[src/rtl/cdb_arbiter_pkg.sv]
// Shared types and helpers for the CDB writeback arbiter: buffered result entry,
// source indices and ROB-age arithmetic relative to the ROB head.
package cdb_arbiter_pkg;

  localparam int CDB_TAG_W   = 5;
  localparam int CDB_PREG_W  = 7;
  localparam int CDB_DATA_W  = 32;
  localparam int NUM_CDB_SRC = 3;

  localparam logic [1:0] CDB_SRC_ALU = 2'd0;
  localparam logic [1:0] CDB_SRC_BR  = 2'd1;
  localparam logic [1:0] CDB_SRC_MEM = 2'd2;

  typedef struct packed {
    logic [CDB_TAG_W-1:0]  rob_tag;
    logic [CDB_PREG_W-1:0] pd;
    logic                  we;
    logic [CDB_DATA_W-1:0] data;
    logic                  live;
  } cdb_entry_t;

  // Distance from the ROB head; smaller means older.
  function automatic logic [CDB_TAG_W-1:0] cdb_age(input logic [CDB_TAG_W-1:0] tag,
                                                   input logic [CDB_TAG_W-1:0] head);
    return tag - head;
  endfunction

  function automatic logic cdb_younger(input logic [CDB_TAG_W-1:0] tag,
                                       input logic [CDB_TAG_W-1:0] flush_tag,
                                       input logic [CDB_TAG_W-1:0] head);
    return cdb_age(tag, head) > cdb_age(flush_tag, head);
  endfunction

endpackage

[src/rtl/cdb_src_fifo.sv]
// Per-source result buffer: circular FIFO with MSB-extended pointers, live-bit
// squash on flush, and self-removal of squashed (dead) heads.
module cdb_src_fifo
  import cdb_arbiter_pkg::*;
#(
  parameter int DEPTH = 2
) (
  input  logic                  clk,
  input  logic                  reset,
  input  logic                  push,
  input  cdb_entry_t            push_entry,
  input  logic                  pop,
  input  logic                  flush,
  input  logic [CDB_TAG_W-1:0]  flush_tag,
  input  logic [CDB_TAG_W-1:0]  rob_head,
  output logic [$clog2(DEPTH):0] count,
  output cdb_entry_t            head,
  output logic                  head_elig
);

  localparam int AW = $clog2(DEPTH);

  cdb_entry_t  mem [DEPTH];
  logic [AW:0] wr_ptr;
  logic [AW:0] rd_ptr;
  logic        empty;
  logic        head_dead;
  logic        do_pop;

  assign empty     = (wr_ptr == rd_ptr);
  assign count     = wr_ptr - rd_ptr;
  assign head      = mem[rd_ptr[AW-1:0]];
  assign head_dead = ~empty & ~head.live;
  // A head being squashed this cycle is already out of the running for the grant.
  assign head_elig = ~empty & head.live & ~(flush & cdb_younger(head.rob_tag, flush_tag, rob_head));
  assign do_pop    = head_dead | (pop & head_elig);

  always_ff @(posedge clk) begin
    if (!reset) begin
      wr_ptr <= '0;
      rd_ptr <= '0;
    end else begin
      if (do_pop) rd_ptr <= rd_ptr + 1'b1;
      if (push)   wr_ptr <= wr_ptr + 1'b1;
    end
  end

  // Payload storage carries no reset; occupancy is defined by the pointers alone.
  always_ff @(posedge clk) begin
    if (flush) begin
      for (int i = 0; i < DEPTH; i++) begin
        if (cdb_younger(mem[i].rob_tag, flush_tag, rob_head)) mem[i].live <= 1'b0;
      end
    end
    if (push) begin
      mem[wr_ptr[AW-1:0]]      <= push_entry;
      mem[wr_ptr[AW-1:0]].live <= ~(flush & cdb_younger(push_entry.rob_tag, flush_tag, rob_head));
    end
  end

endmodule

[src/rtl/cdb_arbiter.sv]
// CDB writeback arbiter for ALU/branch/mem results. Define CDB_AGE_PRIO_EN for
// oldest-first grant; otherwise grants rotate round-robin from last_grant+1.
module cdb_arbiter
  import cdb_arbiter_pkg::*;
#(
  parameter int FIFO_DEPTH = 2,
  parameter int TAG_W      = CDB_TAG_W,
  parameter int PREG_W     = CDB_PREG_W,
  parameter int DATA_W     = CDB_DATA_W
) (
  input  logic                  clk,
  input  logic                  reset,
  input  logic [2:0]            src_valid,
  output logic [2:0]            src_ready,
  input  logic [3*TAG_W-1:0]    src_rob_tag,
  input  logic [3*PREG_W-1:0]   src_pd,
  input  logic [2:0]            src_we,
  input  logic [3*DATA_W-1:0]   src_data,
  input  logic                  flush,
  input  logic [TAG_W-1:0]      flush_tag,
  input  logic [TAG_W-1:0]      rob_head,
  output logic                  cdb_valid,
  output logic [TAG_W-1:0]      cdb_rob_tag,
  output logic [PREG_W-1:0]     cdb_pd,
  output logic                  cdb_we,
  output logic [DATA_W-1:0]     cdb_data,
  output logic [1:0]            cdb_src
);

  localparam int CW = $clog2(FIFO_DEPTH) + 1;

  cdb_entry_t             head [NUM_CDB_SRC];
  logic [CW-1:0]          cnt  [NUM_CDB_SRC];
  logic [NUM_CDB_SRC-1:0] elig;
  logic [NUM_CDB_SRC-1:0] pop;
  logic                   gnt_any;
  logic [1:0]             gnt_idx;
  cdb_entry_t             sel;

  // Handshake: a source transfers on any rising edge where src_valid[i] & src_ready[i];
  // src_ready depends only on registered occupancy and reset, never on src_valid.
  for (genvar g = 0; g < NUM_CDB_SRC; g++) begin : g_src
    cdb_entry_t entry;
    assign entry = '{rob_tag: src_rob_tag[g*TAG_W +: TAG_W],
                     pd:      src_pd[g*PREG_W +: PREG_W],
                     we:      src_we[g],
                     data:    src_data[g*DATA_W +: DATA_W],
                     live:    1'b1};
    assign src_ready[g] = reset & (cnt[g] < CW'(FIFO_DEPTH));
    assign pop[g]       = gnt_any & (gnt_idx == 2'(g));

    cdb_src_fifo #(.DEPTH(FIFO_DEPTH)) u_fifo (
      .clk        (clk),
      .reset      (reset),
      .push       (src_valid[g] & src_ready[g]),
      .push_entry (entry),
      .pop        (pop[g]),
      .flush      (flush),
      .flush_tag  (flush_tag),
      .rob_head   (rob_head),
      .count      (cnt[g]),
      .head       (head[g]),
      .head_elig  (elig[g])
    );
  end

`ifdef CDB_AGE_PRIO_EN
  logic [TAG_W-1:0] best_age;

  always_comb begin
    gnt_any  = 1'b0;
    gnt_idx  = CDB_SRC_ALU;
    sel      = head[0];
    best_age = '1;
    for (int i = 0; i < NUM_CDB_SRC; i++) begin
      if (elig[i] && (!gnt_any || cdb_age(head[i].rob_tag, rob_head) < best_age)) begin
        gnt_any  = 1'b1;
        gnt_idx  = 2'(i);
        sel      = head[i];
        best_age = cdb_age(head[i].rob_tag, rob_head);
      end
    end
  end
`else
  logic [1:0] last_grant;
  logic [1:0] idx;

  always_comb begin
    gnt_any = 1'b0;
    gnt_idx = CDB_SRC_ALU;
    sel     = head[0];
    idx     = CDB_SRC_ALU;
    for (int k = 0; k < NUM_CDB_SRC; k++) begin
      idx = 2'((int'(last_grant) + 1 + k) % NUM_CDB_SRC);
      if (!gnt_any && elig[idx]) begin
        gnt_any = 1'b1;
        gnt_idx = idx;
        sel     = head[idx];
      end
    end
  end

  // Reset value points at mem so the first search begins with the ALU.
  always_ff @(posedge clk) begin
    if (!reset)       last_grant <= CDB_SRC_MEM;
    else if (gnt_any) last_grant <= gnt_idx;
  end
`endif

  always_ff @(posedge clk) begin
    if (!reset) begin
      cdb_valid   <= 1'b0;
      cdb_we      <= 1'b0;
      cdb_rob_tag <= '0;
      cdb_pd      <= '0;
      cdb_data    <= '0;
      cdb_src     <= CDB_SRC_ALU;
    end else if (gnt_any) begin
      cdb_valid   <= 1'b1;
      cdb_we      <= sel.we;
      cdb_rob_tag <= sel.rob_tag;
      cdb_pd      <= sel.pd;
      cdb_data    <= sel.data;
      cdb_src     <= gnt_idx;
    end else begin
      cdb_valid   <= 1'b0;
      cdb_we      <= 1'b0;
    end
  end

endmodule
[config.mk]
export PLATFORM = sky130hd
export DESIGN_NAME = cdb_arbiter
export DESIGN_NICKNAME = d
export VERILOG_FILES = /design/src/rtl/cdb_arbiter_pkg.sv /design/src/rtl/cdb_src_fifo.sv /design/src/rtl/cdb_arbiter.sv
export SDC_FILE = /design/constraint.sdc
export NUM_CORES = 1
export LEC_CHECK = 0
export CORE_AREA = 2 2 195 197
export CTS_CLUSTER_SIZE = 12
export DETAILED_ROUTE_END_ITERATION = 8
export DIE_AREA = 0 0 197 199
export PLACE_DENSITY = 0.76
export SYNTH_ARGS = -nofsm -noshare
export SYNTH_HDL_FRONTEND = slang
export SYNTH_SLANG_ARGS = --single-unit
[constraint.sdc]
create_clock -name clk -period 5.37 [get_ports clk]
set_clock_uncertainty 0.15 [all_clocks]
set_input_delay 1.074 -clock clk [delete_from_list [all_inputs] [get_ports clk]]
set_output_delay 1.074 -clock clk [all_outputs]
set_load 0.005 [all_outputs]
==> flow_metrics.env <==
export IMPL_status="completed"
export IMPL_synth_most_common_cell="edfxtp_1"
export IMPL_hpwlAfterDp_um=37200
export IMPL_maxCapViolCount=0
export IMPL_crit_top_cell="buf_4"
export IMPL_drt_initial_drc_count=1761
export IMPL_syn_to_final_growth_pct=21.0
export IMPL_slew_headroom_pct=24.3
export IMPL_critPathKind="primary input to register"
export IMPL_dp_cells=2304
export IMPL_cts_htree_levels=2
export IMPL_syn_inst=1672
export IMPL_stdcell_count=2371
export IMPL_synthSimpleGateAreaFrac_pct=6.67
export IMPL_slowest_delay_ns=0.48
export IMPL_netlist_area_um2=19100
export IMPL_gp_congestion=0.881
export IMPL_die_w_um=197
export IMPL_synth_area_mux_share_pct=7.57
export IMPL_via_per_inst=6.38
export IMPL_row_count=71
export IMPL_min_period_ns=5.04
export IMPL_drtPass1Iterations=6
export IMPL_rsz0062_at_grt="no"
export IMPL_wirelength_um=55800
export IMPL_grt_max_degree=106
export IMPL_cts_buffers=37
export IMPL_post_cts_setup_buffer_count=0
export IMPL_cts_root_buf="clkbuf_16"
export IMPL_io_pins=202
export IMPL_multiInputGateArea_um2=8830
export IMPL_synth_ff_type="edfxtp_1"
export IMPL_design_area_um2=23100
export IMPL_synth_commonest_cells="276 x edfxtp_1, 185 x o21ai_0, 112 x ha_1"
export IMPL_vias=15100
export IMPL_postSynthNetCount=1948
export IMPL_synth_cell_types=60
export IMPL_path_cells="clkdlybuf4s50_1, inv_1, ha_1, fa_1, inv_1, a21o_1, a21oi_1, buf_4, xnor2_2, ha_1, nand4_1, o221a_2, o21a_4, buf_4, nor2_1, a31oi_1, o21ai_4, buf_4, o221ai_1, a32o_1"
export IMPL_die_area_um2=39200
export IMPL_yosysSeqAreaShare_pct=50.2
export IMPL_postRouteAntennaNets=0
export IMPL_dieHeight_um=199
export IMPL_ctsHoldBuffers=0
export IMPL_dpl_cell_area_um2=21900
export IMPL_fp_coreArea_um2=37100
export IMPL_grt_use_total_pct=27.8
export IMPL_pwr_density_cell_nw_per_um2=527
export IMPL_cp_end_kind="register"
export IMPL_route_met2_wl_um=26800
export IMPL_crit_slowest_cell="clkdlybuf4s50_1"
export IMPL_maxSlewViolCount=0
export IMPL_path_buf_inv=6
export IMPL_finalSetupViolCount=0
export IMPL_drc=0
export IMPL_cts_tree="built"
export IMPL_cp_start_kind="primary input"
export IMPL_ff_latch_area_um2=9580
export IMPL_cts_clk_slew_worst_paths_ns=0.06
export IMPL_p_leak_nw=8.30
export IMPL_start_util_pct=51.3
export IMPL_synth_top_family_by_area="compound AO/OA/AOI/OAI gates"
export IMPL_syn_avg_cell_area_um2=11.4
export IMPL_synth_xor_area_share_pct=3.26
export IMPL_antenna_found_initial=1
export IMPL_m1WireLength_um=22200
export IMPL_worst_pin_slew_ns=1.13
export IMPL_dr_wl_met3_um=4590
export IMPL_worst_path_dominant_cell_family="compound AO/OA/AOI/OAI gates"
export IMPL_grt_pass1_wl_um=83600
export IMPL_top_layer="met4"
export IMPL_synth_compound_area_share_pct=19.6
export IMPL_ys_ff_latch=340
export IMPL_fmax_mhz=199
export IMPL_yosys_area_share_adder_pct=8.83
export IMPL_nFillCells=2865
export IMPL_synth_top_area_share_pct=43.5
export IMPL_clk_latency_ns=0.53
export IMPL_cts_buffer_depth=3
export IMPL_cts_resized=0
export IMPL_worstPathRequired_ns=5.63
export IMPL_crit_path_max_fanout=17
export IMPL_wire_per_inst_um=23.6
export IMPL_synth_area_leaders="edfxtp_1 43%, ha_1 7.4%, dfxtp_1 6.7%"
export IMPL_grt_pass1_vias=15200
export IMPL_hold_violations=0
export IMPL_final_nets=2146
export IMPL_async_reset_ff_share_pct=0
export IMPL_grt_overflow=0
export IMPL_synth_edf_count=276
export IMPL_port_buffers=201
export IMPL_timing_final_crit_share_pct=93.8
export IMPL_ys_warnings_count=0
export IMPL_crit_arrival_ns=5.29
export IMPL_yosysTopAreaCell="edfxtp_1"
export IMPL_drive_gt1_share_pct=10.2
export IMPL_hold_class="register to register"
export IMPL_peakVddDrop_v=0.000427
export IMPL_cts_sinks=340
[report_power, final]
| part | switching [mW] | leakage [nW] | internal [mW] |
|---|---|---|---|
| combinational | 3.68 | 4.68 | 2.64 |
| sequential | 0.179 | 3.05 | 3.21 |
| clock | 1.01 | 0.560 | 1.43 |
[metrics by stage]
stage	setup TNS (ns)	setup WS, ns	util (%)	power [mW]	hold slack (ns)
after floorplan	0	0.0384	-	7.65	0.307
after global placement	-11.89	-0.284	59.0	9.32	0.302
after detailed placement	-13.13	-0.330	59.0	9.56	0.304
after CTS	0	0.187	62.1	12.0	0.317
after global routing	0	0.0758	62.1	12.8	0.327
final	0	0.334	62.1	12.2	0.322
[final cells by class]
type                    count  area share [%]
multi-input cells        1164            38.3
flip-flops and latches    340            41.5
repair buffers            269            11.7
clock buffers              55            4.49
clock inverters            10           0.483
diodes                      1          0.0108
inverters                  58           0.949
well taps                 474            2.57
[path summary, 6_finish.rpt]
kind	start	end	slack (ns)	depth (start not counted)
worst max-delay path	flush_tag[0]	cdb_data[0]$_SDFFE_PN0N_	0.33	20
worst min-delay path	cdb_data[20]$_SDFFE_PN0N_	cdb_data[20]$_SDFFE_PN0N_	0.32	1
worst max register to register	register	cdb_pd[4]$_SDFFE_PN0N_	0.37	18
worst min register to register	cdb_data[20]$_SDFFE_PN0N_	cdb_data[20]$_SDFFE_PN0N_	0.32	1
[flip-flops by register name, indices dropped and copies added, names as in the netlist, named ones only]
| name | cells |
|---|---|
| cdb_rob_tag | 5 |
| last_grant | 2 |
| cdb_valid | 1 |
| g_src.u_fifo.mem | 276 |
| g_src.u_fifo.rd_ptr | 6 |
| cdb_we | 1 |
| cdb_pd | 7 |
| g_src.u_fifo.wr_ptr | 6 |
| cdb_src | 1 |
| cdb_data | 32 |
[per-layer routing]
layer / up-vias / GRT usage [%]
met5: - / 0
met2: 858 / 46.8
met4: 0 / 12.4
met3: 181 / 4.02
met1: 7326 / 35.8
li1: 6751 / -
[worst reg2reg max path: stages, from the launching register on]
cell	delay [ns]
dfxtp_4	0.54
mux2i_1	0.57
inv_1	0.23
fa_1	0.47
a21o_1	0.18
a21oi_1	0.18
xnor2_1	0.12
ha_1	0.33
nand4_1	0.11
o221a_1	0.26
o21a_2	0.23
buf_4	0.17
a22oi_1	0.22
buf_4	0.16
o21ai_4	0.06
buf_4	0.25
a22oi_1	0.22
o211ai_1	0.15
a32o_1	0.27
[kinds of logic after synthesis]
logic type | after synthesis
compound gates | 549
xor+xnor | 70
fa+ha+maj | 127
buf+inv | 169
flops | 340
mux | 139
simple gates | 278
[cell usage in the layout (no fill, tap or decap), types with 45 or more instances in the layout]
master / synthesis / routed
clkdlybuf4s50_1: 0 / 201
nor2_1: 107 / 104
edfxtp_1: 276 / 276
nand2_1: 77 / 74
o211ai_1: 48 / 48
ha_1: 112 / 110
inv_1: 57 / 52
buf_4: 12 / 54
o21a_1: 48 / 47
a22oi_1: 45 / 45
o221ai_1: 45 / 45
and2_1: 54 / 53
mux2i_1: 97 / 97
dfxtp_1: 64 / 61
o21ai_0: 185 / 185
a21oi_1: 61 / 61
No activity file was read; power rests on OpenSTA's default activity.
